File: src/rtl/register_write_arbiter.sv
// Round-robin req/grant/ack arbiter sharing one WIDTH-bit write-enabled register among N writers.
// Define ARB_LOCK_EN to add the lock port, which lets the current owner keep the grant.

module register_write_arbiter_reg #(
    parameter int unsigned WIDTH = 8
) (
    input  logic             clk,
    input  logic             rst,
    input  logic             we,
    input  logic [WIDTH-1:0] d,
    output logic [WIDTH-1:0] q
);
    always_ff @(posedge clk or posedge rst) begin
        if (rst) begin
            q <= '0;
        end else if (we) begin
            q <= d;
        end
    end
endmodule

module register_write_arbiter #(
    parameter int unsigned N     = 4,
    parameter int unsigned WIDTH = 8
) (
    input  logic               clk,
    input  logic               reset,
    input  logic [N-1:0]       req,
    input  logic [N*WIDTH-1:0] wdata,
`ifdef ARB_LOCK_EN
    input  logic [N-1:0]       lock,
`endif
    output logic [N-1:0]       grant,
    output logic [N-1:0]       ack,
    output logic [WIDTH-1:0]   q,
    output logic               busy
);
    localparam int unsigned PW = (N > 1) ? $clog2(N) : 1;

    typedef enum logic [1:0] {ST_IDLE, ST_WRITE, ST_ACK} state_e;

    state_e           state_q, state_d;
    logic [N-1:0]     grant_q, grant_d;
    logic [N-1:0]     ack_q, ack_d;
    logic             busy_q, busy_d;
    logic [PW-1:0]    ptr_q, ptr_d;
    logic [WIDTH-1:0] hold_q, hold_d;

    logic [N-1:0]     elig_c;
    logic             found_c;
    logic [PW-1:0]    pick_c;
    logic [PW-1:0]    pick_nxt_c;
    logic [WIDTH-1:0] pick_data_c;
    logic             keep_c;
    logic [WIDTH-1:0] keep_data_c;
    logic             wr_c;

    function automatic logic [PW-1:0] rr_idx(input logic [PW-1:0] base, input int unsigned off);
        int unsigned s;
        s = 32'(base) + off;
        if (s >= N) begin
            s = s - N;
        end
        return PW'(s);
    endfunction

    // Round-robin search from ptr; the owner's own req is masked while it is being acked.
    always_comb begin
        elig_c = req;
        if (state_q == ST_ACK) begin
            elig_c = req & ~grant_q;
        end
        found_c = 1'b0;
        pick_c  = '0;
        for (int unsigned k = 0; k < N; k++) begin
            if (!found_c && elig_c[rr_idx(ptr_q, k)]) begin
                found_c = 1'b1;
                pick_c  = rr_idx(ptr_q, k);
            end
        end
        pick_nxt_c = (pick_c == PW'(N - 1)) ? '0 : PW'(pick_c + PW'(1));
        pick_data_c = '0;
        for (int unsigned i = 0; i < N; i++) begin
            if (32'(pick_c) == i) begin
                pick_data_c = wdata[i*WIDTH +: WIDTH];
            end
        end
    end

`ifdef ARB_LOCK_EN
    // Owner holding lock with req still high is regranted without masking or pointer advance.
    assign keep_c = (state_q == ST_ACK) && |(grant_q & lock & req);
    always_comb begin
        keep_data_c = '0;
        for (int unsigned i = 0; i < N; i++) begin
            if (grant_q[i]) begin
                keep_data_c = wdata[i*WIDTH +: WIDTH];
            end
        end
    end
`else
    assign keep_c      = 1'b0;
    assign keep_data_c = hold_q;
`endif

    always_comb begin
        state_d = state_q;
        grant_d = grant_q;
        ack_d   = '0;
        ptr_d   = ptr_q;
        hold_d  = hold_q;
        unique case (state_q)
            ST_IDLE, ST_ACK: begin
                if (keep_c) begin
                    state_d = ST_WRITE;
                    hold_d  = keep_data_c;
                end else if (found_c) begin
                    state_d = ST_WRITE;
                    grant_d = N'(1) << pick_c;
                    hold_d  = pick_data_c;
                    ptr_d   = pick_nxt_c;
                end else begin
                    state_d = ST_IDLE;
                    grant_d = '0;
                end
            end
            ST_WRITE: begin
                state_d = ST_ACK;
                ack_d   = grant_q;
            end
            default: begin
                state_d = ST_IDLE;
                grant_d = '0;
            end
        endcase
        busy_d = (state_d != ST_IDLE);
    end

    always_ff @(posedge clk or negedge reset) begin
        if (!reset) begin
            state_q <= ST_IDLE;
            grant_q <= '0;
            ack_q   <= '0;
            busy_q  <= 1'b0;
            ptr_q   <= '0;
            hold_q  <= '0;
        end else begin
            state_q <= state_d;
            grant_q <= grant_d;
            ack_q   <= ack_d;
            busy_q  <= busy_d;
            ptr_q   <= ptr_d;
            hold_q  <= hold_d;
        end
    end

    assign wr_c = (state_q == ST_WRITE);

    register_write_arbiter_reg #(.WIDTH(WIDTH)) u_reg (
        .clk (clk),
        .rst (~reset),
        .we  (wr_c),
        .d   (hold_q),
        .q   (q)
    );

    assign grant = grant_q;
    assign ack   = ack_q;
    assign busy  = busy_q;

endmodule
File: config.mk
export PLATFORM = sky130hd
export DESIGN_NAME = register_write_arbiter
export DESIGN_NICKNAME = d
export VERILOG_FILES = /design/src/rtl/register_write_arbiter.sv
export SDC_FILE = /design/constraint.sdc
export NUM_CORES = 1
export LEC_CHECK = 0
export CAP_MARGIN = 20
export CORE_AREA = 2 2 60 73
export CTS_CLUSTER_SIZE = 28
export DETAILED_ROUTE_END_ITERATION = 7
export DIE_AREA = 0 0 62 75
export GPL_ROUTABILITY_DRIVEN = 0
export PLACE_DENSITY = 0.84
export SLEW_MARGIN = 10
export SYNTH_ARGS = -nofsm -noshare
export SYNTH_HDL_FRONTEND = slang
export SYNTH_SLANG_ARGS = --single-unit
export TNS_END_PERCENT = 20
File: constraint.sdc
create_clock -name clk -period 2.7 [get_ports clk]
set_input_delay 0.675 -clock clk [delete_from_list [all_inputs] [get_ports clk]]
set_output_delay 0.675 -clock clk [all_outputs]
set_load 0.01 [all_outputs]
**Yosys cells after proc, flatten, opt, wreduce, memory -nomap -nowiden**

Index checks and enable logic that the tools add are counted.

- $lt $le $gt $ge: 8
- Equality and inequality tests: 5
- Shift-type cells: 1
- Add/subtract/negate cells: 8
- Mux-type cells: 31
- Bitwise logic cells: 2
- Reductions and logical operators: 11

Operators with widths:

| cell | number |
|---|---|
| $mux W8 | 4 |
| $mux W2 | 9 |
| $lt A2 B3 Y1 const B | 4 |
| $mux W4 | 3 |
| $ge A3 B3 Y1 const B | 3 |
| $mux W1 | 9 |
| $bmux W1 S2 | 4 |
| $pmux W4 S2 | 1 |
| $sub A2 B1 Y2 const B | 4 |
| $add A2 B2 Y3 const B | 2 |
| $eq A2 B2 Y1 const B | 3 |
| $and A4 B4 Y4 | 1 |
| $eq A2 B1 Y1 const B | 2 |
| $logic_not A2 Y1 | 2 |
| $not A4 Y4 | 1 |
| $pmux W2 S2 | 1 |
| $shl A1 B2 Y4 const A | 1 |
| $add A2 B1 Y3 const B | 1 |
| $ge A2 B3 Y1 const B | 1 |
| $logic_and A1 B1 Y1 | 3 |
| $logic_not A1 Y1 | 3 |
| $add A2 B1 Y2 const B | 1 |
| $reduce_and A2 Y1 | 1 |
| $reduce_bool A2 Y1 | 1 |
| $reduce_or A2 Y1 | 1 |

- Register bits after elaboration: 29
- Word-level logic and storage cells: 73
- Bits of input ports: 38

**Logic depth before layout (Yosys ltp)**

Gate-level depths: netlist (run 1).

- Depth in word-level cells: 20
- Mapped depth: 11
- Depth with buffers taken out: 9

**By module**

A second synthesis (run 1) with hierarchy kept.

- Cells, all modules: 153
- Area, all modules: 1581.5 um^2

Modules (own cells, without submodules):

| module | instances | seq. area each (um^2) | cells each | area each (um^2) |
|---|---|---|---|---|
| register_write_arbiter | 1 | 525.5 | 135 | 1246.2 |
| register_write_arbiter_reg | 1 | 200.2 | 18 | 335.3 |

**Worst setup path after synthesis (run 1)**

No wires, ideal clock.

- Kind: input port to flip-flop
- Start: input port req[2]
- End: register hold_q[7]
- Buffers on the path: 2
- Setup time: 125 ps
- Path slack: 82 ps
- Data arrival time: 2493 ps
- Stages on the path: 9
- Cell sequence: and2_1 > a311oi_1 > and2_1 > ha_1 > clkbuf_1 > clkbuf_1 > a21oi_1 > a22o_1 > mux2_4

- Word-level cells in the longest chain between the ends: 19
- Elaborated cells on any way between the ends: 33
- Those cells by class: eq/ne (3); mux (21); bitwise (1); reduce/logical (8)

RTL lines:

| what | line | RTL |
|---|---|---|
| start, declared | 28 | `input logic [N-1:0] req,` |
| $and A4 B4 Y4 | 71 | `elig_c = req & ~grant_q;` |
| $mux W4 * | 70 | `if (state_q == ST_ACK) begin` |
| $bmux W1 S2 | 76 | `if (!found_c && elig_c[rr_idx(ptr_q, k)]) begin` |
| $mux W1 (implied by the code) | 76 |  |
| $mux W1 | 76 |  |
| $logic_not A1 Y1 | 76 |  |
| $logic_and A1 B1 Y1 | 76 |  |
| $mux W1 | 76 |  |
| $logic_not A1 Y1 | 76 |  |
| $logic_and A1 B1 Y1 | 76 |  |
| $mux W1 | 76 |  |
| $logic_not A1 Y1 | 76 |  |
| $logic_and A1 B1 Y1 | 76 |  |
| $mux W2 | 76 |  |
| $logic_not A2 Y1 | 84 | `if (32'(pick_c) == i) begin` |
| $mux W8 (4 in a row) | 84 |  |
| end signal, assigned | 153 | `hold_q <= hold_d;` |
| end, declared | 47 | `logic [WIDTH-1:0] hold_q, hold_d;` |

Mark *: on every way between the ends. The rest lies on a longest branch, timed or not. The select of a mux whose other input is x is not followed.
A chain may end at the register's enable or synchronous reset.

**Final worst setup path (run 1)**

- Start: input port req[0]
- End: register hold_q[4]

The elaborated chain is that of the path after synthesis.

==> results.md, run 1 <==
- The worst-case IR drop observed on VDD is 0.0004555 V.
- The slowest stage of the critical path is the sky130_fd_sc_hd__clkdlybuf4s50_1 cell.
- The internal portion of total power is 1.639 mW.
- The largest single stage delay on the critical path is 0.45 ns.
- The final critical path takes up 97.18% of the cycle.
- TritonCTS built the clock tree.
- The H-tree depth is 2.
- The run finished with clean final reports.
- The number of setup violations in the final report is 0.
- The placement-stage worst setup slack is -0.3066 ns.
- The proportion of register bits with asynchronous set or reset after synthesis is 100.0%.
- The total nets after synthesis is 188.
- Along the worst path, the maximum fanout reaches 17.
- Entering global routing, the biggest net connects 30 pins.
- The floorplan row count is 25.
- The first routing iteration left 21 violations.
- The routed design could run at a clock period as short as 2.624 ns.
- The max-cap violation count is 0.
- The area of the placeable core is 0.003910 mm^2.
- The cell at the root of the clock tree is sky130_fd_sc_hd__clkbuf_8.
- For the worst flop-to-flop path, the logic depth is 10.
- Traced cell by cell, the critical path runs through clkdlybuf4s50_1, and4_1, a311oi_2, nand2_1, ha_2, buf_12, a21oi_1, o21ai_1, a22o_1, mux2_4.
- Clock tree synthesis found a total of 29 sinks.
- The number of antenna violations at the first check in global routing is 0.
- For hold timing, the worst endpoint is hold_q[3].
- The worst hold path begins at hold_q[3].
- The post-detailed-route via-to-cell ratio is 5.076.
- For this block, the via count after detailed routing is 1330.
- The synthesized netlist occupies a cell area of 0.001530 mm^2.
- The total routed wirelength is 3578 um.
- The clock transition at the registers of the reported paths is 0.07 ns.
- A synthesized cell averages 10.48 um^2.
- The switching power of the nets is 0.8441 mW.
- The total power density per cell area is 1069 mW/mm^2.
- During placement, the flow inserted port buffers numbering 54.
- 55 I/O pins were placed.
- The count of mapped cells out of synthesis is 146.
- The static leakage is 1.057 nW.
- The biggest area contributor in the post-synthesis netlist is sky130_fd_sc_hd__dfrtp_1.
- Data arrives at the worst endpoint at 2.79 ns.
- After clock tree synthesis, the flow added hold-fix buffers numbering 0.
- For the final database, setup skew stands at 0.008578 ns.
- The total congestion overflow is 0.
- The post-placement cell count is 253.
- The count of final hold-check violations was 0.
- The required arrival time at the worst endpoint is 2.87 ns.
- Counting instances in the post-synthesis netlist gives the leading cell types as sky130_fd_sc_hd__dfrtp_1 (29), sky130_fd_sc_hd__a21oi_1 (19), sky130_fd_sc_hd__nand2_1 (13).
- 0 antenna diodes ended up in the layout.
- The number of flops mapped to enable cells by yosys is 0.
- The sequential share of the synthesized area is 47.42%.
- The initial cell density of the core is 39.14%.
- The floorplan step set the die width to 62 um.
- The count of yosys warnings during synthesis is 0.
- Per report_power, the sequential group accounts for 30.2% of the total.
- The maximum achievable frequency is 381.1 MHz.
- In this run, synthesis produced a sequential element count of 29.
- Sorting the synthesized cells by area gives the leading types as sky130_fd_sc_hd__dfrtp_1 (47%), sky130_fd_sc_hd__mux2_2 (8.8%), sky130_fd_sc_hd__a21oi_1 (6.2%), sky130_fd_sc_hd__mux2_4 (4.9%), sky130_fd_sc_hd__a22o_1 (4.6%).
- Cells with a size suffix above 1 make up 21.15% of the layout.
- The critical path class is in -> reg.
- The number of buffers between clock root and the deepest sink is 2.
- In the synthesized netlist the dominant register cell turns out to be sky130_fd_sc_hd__dfrtp_1.
- The die outline area is 0.004650 mm^2.
- At the later pin of the worst-skew pair, clock insertion delay measures 0.29 ns.
- The minimum setup slack among reg-to-reg paths is 0.19 ns.
- Of the total power, the share spent switching nets is 33.99%.
- The first-pass GRT wire length is 5471 um.
- The slew at the pin closest to its max-slew limit is 0.3821 ns.
- The path class of the tightest hold or removal check is reg -> reg.
- The die is 75 um tall.
- Before antenna repair, the detailed router went through 4 iterations.
- The type of element launching the critical path is a primary input.
- Global routing consumed, over all layers together, 16.58% of the routing resources.
- At the end of the flow the core is filled with cells to 59.42%.
- The worst setup path is captured at a flop.
- From synthesis to final layout, the design area changed by 51.84%.
- After detailed routing, the number of remaining DRC violations is 0.
- The reg-to-reg startpoint is state_q[0].
- The finished layout holds 262 standard cells, fillers aside.
- The max-slew violation total from the final report was 0.
- In this run the biggest area consumer among cell types represents 47.42% of the synthesized area.
- The worst path setup slack after routing is 0.07626 ns.
- The clock buffer count from CTS is 5.
- The detailed placer's ending HPWL is 2635 um.
- The most numerous cell in the Yosys netlist is sky130_fd_sc_hd__dfrtp_1.
- The number of global-route vias before repair came to 1249.
- The count of nets left with antenna violations once routing finished came out at 0.
- The worst register-to-register path ends at hold_q[4].
- The combinational group share of total power is 54.0%.
- The worst hold path stage count is 1.
- In this run the tightest slew margin relative to its limit is 74.35%.
- The power share of the clock group is 15.8%.
- The unique cell type count in the Yosys netlist is 26.
- The per-cell routed wire length is 13.66 um.
- For this run, the post-layout net count is 249.
## cells by family after synthesis
| family | after synthesis | synth area share, % |
|---|---|---|
| AND/OR/NAND/NOR | 28 | 9.731 |
| flip-flops | 29 | 47.42 |
| adder cells (fa/ha/maj) | 4 | 3.271 |
| multiplexers | 17 | 13.74 |
| buffers and inverters | 21 | 5.805 |
| AO/OA/AOI/OAI | 47 | 20.03 |
## area by class of cell
class / count / area (um^2)
Clock buffer: 7 / 96.34
Multi-Input combinational cell: 96 / 738.2
Fill cell: 316 / 1587
Inverter: 12 / 45.04
Tap cell: 54 / 67.56
Timing Repair Buffer: 63 / 645.6
Sequential cell: 29 / 725.7
Clock inverter: 1 / 5.005
## registers in the layout, indices dropped and copies added, names as in the netlist
signal	cells
grant	4
busy	1
u_reg.q	8
ptr_q	2
state_q	2
ack	4
hold_q	8
## cells in the final DEF, fill, tap and decap left out, types with 2 or more instances in the layout
cell type / count
sky130_fd_sc_hd__mux2_2: 12
sky130_fd_sc_hd__buf_4: 6
sky130_fd_sc_hd__nand2_1: 12
sky130_fd_sc_hd__ha_2: 3
sky130_fd_sc_hd__a21o_1: 4
sky130_fd_sc_hd__o21ai_1: 3
sky130_fd_sc_hd__a21oi_1: 18
sky130_fd_sc_hd__a32oi_1: 2
sky130_fd_sc_hd__and2_1: 5
sky130_fd_sc_hd__inv_1: 11
sky130_fd_sc_hd__o21ai_0: 6
sky130_fd_sc_hd__and4_1: 2
sky130_fd_sc_hd__a22o_1: 8
sky130_fd_sc_hd__buf_12: 3
sky130_fd_sc_hd__clkdlybuf4s50_1: 54
sky130_fd_sc_hd__clkbuf_8: 7
sky130_fd_sc_hd__mux2_4: 5
sky130_fd_sc_hd__nand3b_1: 4
sky130_fd_sc_hd__dfrtp_1: 29
## metrics by stage
step                power (mW)  TNS [ns]  hold WS [ns]  cell area (um^2)
floorplan                1.554         0        0.3794              1530
global placement         2.020    -1.831        0.4829              2192
detailed placement       2.072    -2.179        0.4931              2192
CTS                      2.477         0        0.5092              2300
global route             2.660  -0.02271        0.5300              2323
finish                   2.483         0        0.5059              2323
## critical path: cells and delay by family
family	cells	cell delay [ns]
adder cells (fa/ha/maj)	1	0.22
buffers and inverters	2	0.60
multiplexers	1	0.25
AND/OR/NAND/NOR	2	0.33
AO/OA/AOI/OAI	4	0.71
## repair_timing
item	4_1_cts	5_1_grt
pin swaps	0	4
resized for setup	1	9
setup buffers	0	1
endpoints found under the setup margin	1	8
## power groups by stage
stage / clock network (mW) / registers, mW / logic (mW)
global placement: 0 / 0.748 / 1.27
floorplan: 0 / 0.775 / 0.780
detailed placement: 0 / 0.759 / 1.31
global route: 0.421 / 0.776 / 1.46
CTS: 0.401 / 0.752 / 1.32
finish: 0.392 / 0.750 / 1.34
## worst max path at each step
stage / start / endpoint / slack, ns
final: req[0] / hold_q[4] / 0.08
after global routing: req[0] / hold_q[6] / -0.01
after CTS: req[1] / hold_q[4] / 0.06
after detailed placement: req[1] / hold_q[4] / -0.31
after global placement: req[1] / hold_q[4] / -0.27
after floorplan: req[2] / hold_q[7] / 0.08
## routing by layer
metal  vias up  wire length, um  track usage (%)
met3        11              187            4.639
met1       634             1403            17.86
li1        642                -                -
met4         0               93            8.747
met5         -                0                0
met2        43             1893            28.70
Note: power is estimated with default switching activity, not from simulation.
==> run 2: changes to the inputs <==
Settings changed: CORE_AREA 2 2 60 73 to 2 2 69 64, DIE_AREA 0 0 62 75 to 0 0 71 66, PLACE_DENSITY 0.84 to 0.86, SKIP_CTS_REPAIR_TIMING from default to 1.
==> results.md, run 2 (synthesis gave the netlist of run 1 again) <==
- At the worst endpoint, the required time is 2.86 ns.
- In this run the tightest slew margin relative to its limit is 76.31%.
- The clock buffer count from CTS is 5.
- The total number of nets in the final design is 253.
- The die outline area is 0.004686 mm^2.
- The count of final hold-check violations was 0.
- The length of the first detailed-routing pass in iterations is 4.
- The worst path setup slack after routing is 0.08489 ns.
- The type of element launching the critical path is a primary input.
- Using the TritonRoute via totals, the vias-per-cell ratio works out to 5.012.
- After detailed routing, the number of remaining DRC violations is 0.
- The number of port buffers is 54.
- The cell at the root of the clock tree is sky130_fd_sc_hd__clkbuf_8.
- Setup violations remaining at the end of the flow were counted as 0.
- The total power density per cell area is 1067 mW/mm^2.
- Clock-pin slew was measured on the worst setup and hold paths at 0.06 ns.
- Once layout is complete, the utilization of the core stands at 58.71%.
- The fraction of layout instances using a drive strength above 1 is 22.75%.
- The number of antenna cells inserted is 0.
- Along the worst path, the maximum fanout reaches 16.
- The area overhead of the layout relative to synthesis is 53.15%.
- The clock sink count is 29.
- For this run the aggregate overflow at the end of global routing stands at 0.
- Measured along the y axis, the die boundary spans 66 um.
- The critical path class is in -> reg.
- The max-slew violation total from the final report was 0.
- The number of global-route vias before repair is 1240.
- For this block, the initial DRC count from the detailed router was 51.
- The number of antenna violations at the first check in global routing was 0.
- The clock tree from TritonCTS is yes.
- The wire-length estimate of the detail-placed layout is 2670 um.
- The total routed wirelength is 3639 um.
- The slew at the pin closest to its max-slew limit is 0.3553 ns.
- The number of buffers between clock root and the deepest sink is 2.
- The final route contains 1298 vias.
- The clock network latency to the later pin of the worst-skew pair is 0.28 ns.
- The run finished with clean final reports.
- From left edge to right edge, the die measures 71 um.
- Summed over all failing endpoints, the final setup total negative slack is 0 ns.
- In this run the standard cell core region covers 0.003991 mm^2.
- The final worst-path cycle share is 96.86%.
- The type of element capturing the critical path is a flop.
- Data arrives at the worst endpoint at 2.78 ns.
- The path class of the tightest hold or removal check is reg -> reg.
- Dividing the detail-routed wire length by the instance count gives 14.05 um.
- The global router's overall resource usage is 16.51%.
- Leaving out fill and tap cells, the most frequent cells in the layout are sky130_fd_sc_hd__clkdlybuf4s50_1 (53), sky130_fd_sc_hd__dfrtp_1 (29), sky130_fd_sc_hd__a21oi_1 (19), sky130_fd_sc_hd__nand2_1 (12), sky130_fd_sc_hd__mux2_2 (12).
- The largest registers in the layout are hold_q (8), u_reg.q (8).
- Based on the critical path, the design can be clocked at up to 382.4 MHz.
- The sequential cell area is 725.7 um^2.
- VDD sags by at most 0.0004307 V.
- The number of primary I/O pins is 55.
- The initial cell density of the core is 38.34%.
- The max-cap violation count is 0.
- The most common cell after layout, fill and taps aside is sky130_fd_sc_hd__clkdlybuf4s50_1.
- The smallest clock period supported by the final layout is computed as 2.615 ns.
- The static leakage is 1.079 nW.
- On the final layout, the worst clock skew is 0.003517 ns.
- The floorplan row count is 22.
- Prior to clock tree synthesis, the placed netlist has a worst setup slack of -0.4524 ns.
- The first-pass GRT wire length is 5927 um.
- The maximum number of pins on one net before global-route repair is 30.
- Across all hold checks on the routed design, the worst slack comes to 0.5022 ns.
- The number of nets with antenna violations after routing is 0.
- Counting the fill cells in the layout gives 334.
- Summing all multi-input logic gate instances after layout gives 760.7 um^2.
- The H-tree depth is 2.
run 2: cell count changes in the layout (fill, tap and decap cells not counted), sizes merged:
cell	delta
clkdlybuf4s50	-1
clkinv	-1
dlymetal6s2s	+1
buf	+4
run 2: worst paths after layout:
| kind | start | endpoint | slack, ns | depth (start not counted) |
|---|---|---|---|---|
| worst max-delay path | req[1] | hold_q[6] | 0.08 | 10 |
| worst min-delay path | u_reg.q[7] | u_reg.q[7] | 0.50 | 1 |
| worst max register to register | state_q[0] | hold_q[6] | 0.25 | 10 |
| worst min register to register | u_reg.q[7] | u_reg.q[7] | 0.50 | 1 |
| max in group asynchronous | reset | state_q[1] | 1.66 | 2 |
| min in group asynchronous | reset | busy | 0.77 | 2 |
run 2: stage by stage:
| stage | total power [mW] | area (um^2) | instances |
|---|---|---|---|
| 2_1_floorplan | 1.554 | 1530 | 146 |
| 3_3_place_gp | 2.042 | 2202 | 251 |
| 6_report | 2.501 | 2344 | 259 |
| 5_1_grt | 2.688 | 2344 | 259 |
| 4_1_cts | 2.457 | 2288 | 258 |
| 3_5_place_dp | 2.093 | 2202 | 251 |
run 2: routing by layer:
metal  vias up  routed length [um]  track usage, %
li1        642                   -               -
met3        11                 185           4.421
met2        37                1743           26.17
met1       608                1610           21.33
met4         0                 100           7.075
met5         -                   0               0
run 2: power breakdown:
group | switching [mW] | total (mW) | internal [mW]
sequential | 0.127 | 0.757 | 0.630
clock | 0.150 | 0.351 | 0.201
combinational | 0.572 | 1.39 | 0.820
total | 0.849 | 2.50 | 1.65
run 2: layout make-up:
cell class	instances	area share, %
flip-flops and latches	29	30.97
clock buffers	7	3.684
well taps	48	2.563
inverters	12	1.922
multi-input cells	96	32.46
repair buffers	67	28.40
run 2: critical path: stages:
cell	delay (ns)
sky130_fd_sc_hd__clkdlybuf4s50_1	0.49
sky130_fd_sc_hd__nand2_1	0.11
sky130_fd_sc_hd__a311oi_2	0.35
sky130_fd_sc_hd__nand2_1	0.14
sky130_fd_sc_hd__ha_2	0.22
sky130_fd_sc_hd__buf_12	0.14
sky130_fd_sc_hd__a21oi_1	0.11
sky130_fd_sc_hd__o21ai_0	0.09
sky130_fd_sc_hd__a22o_1	0.19
sky130_fd_sc_hd__mux2_4	0.25
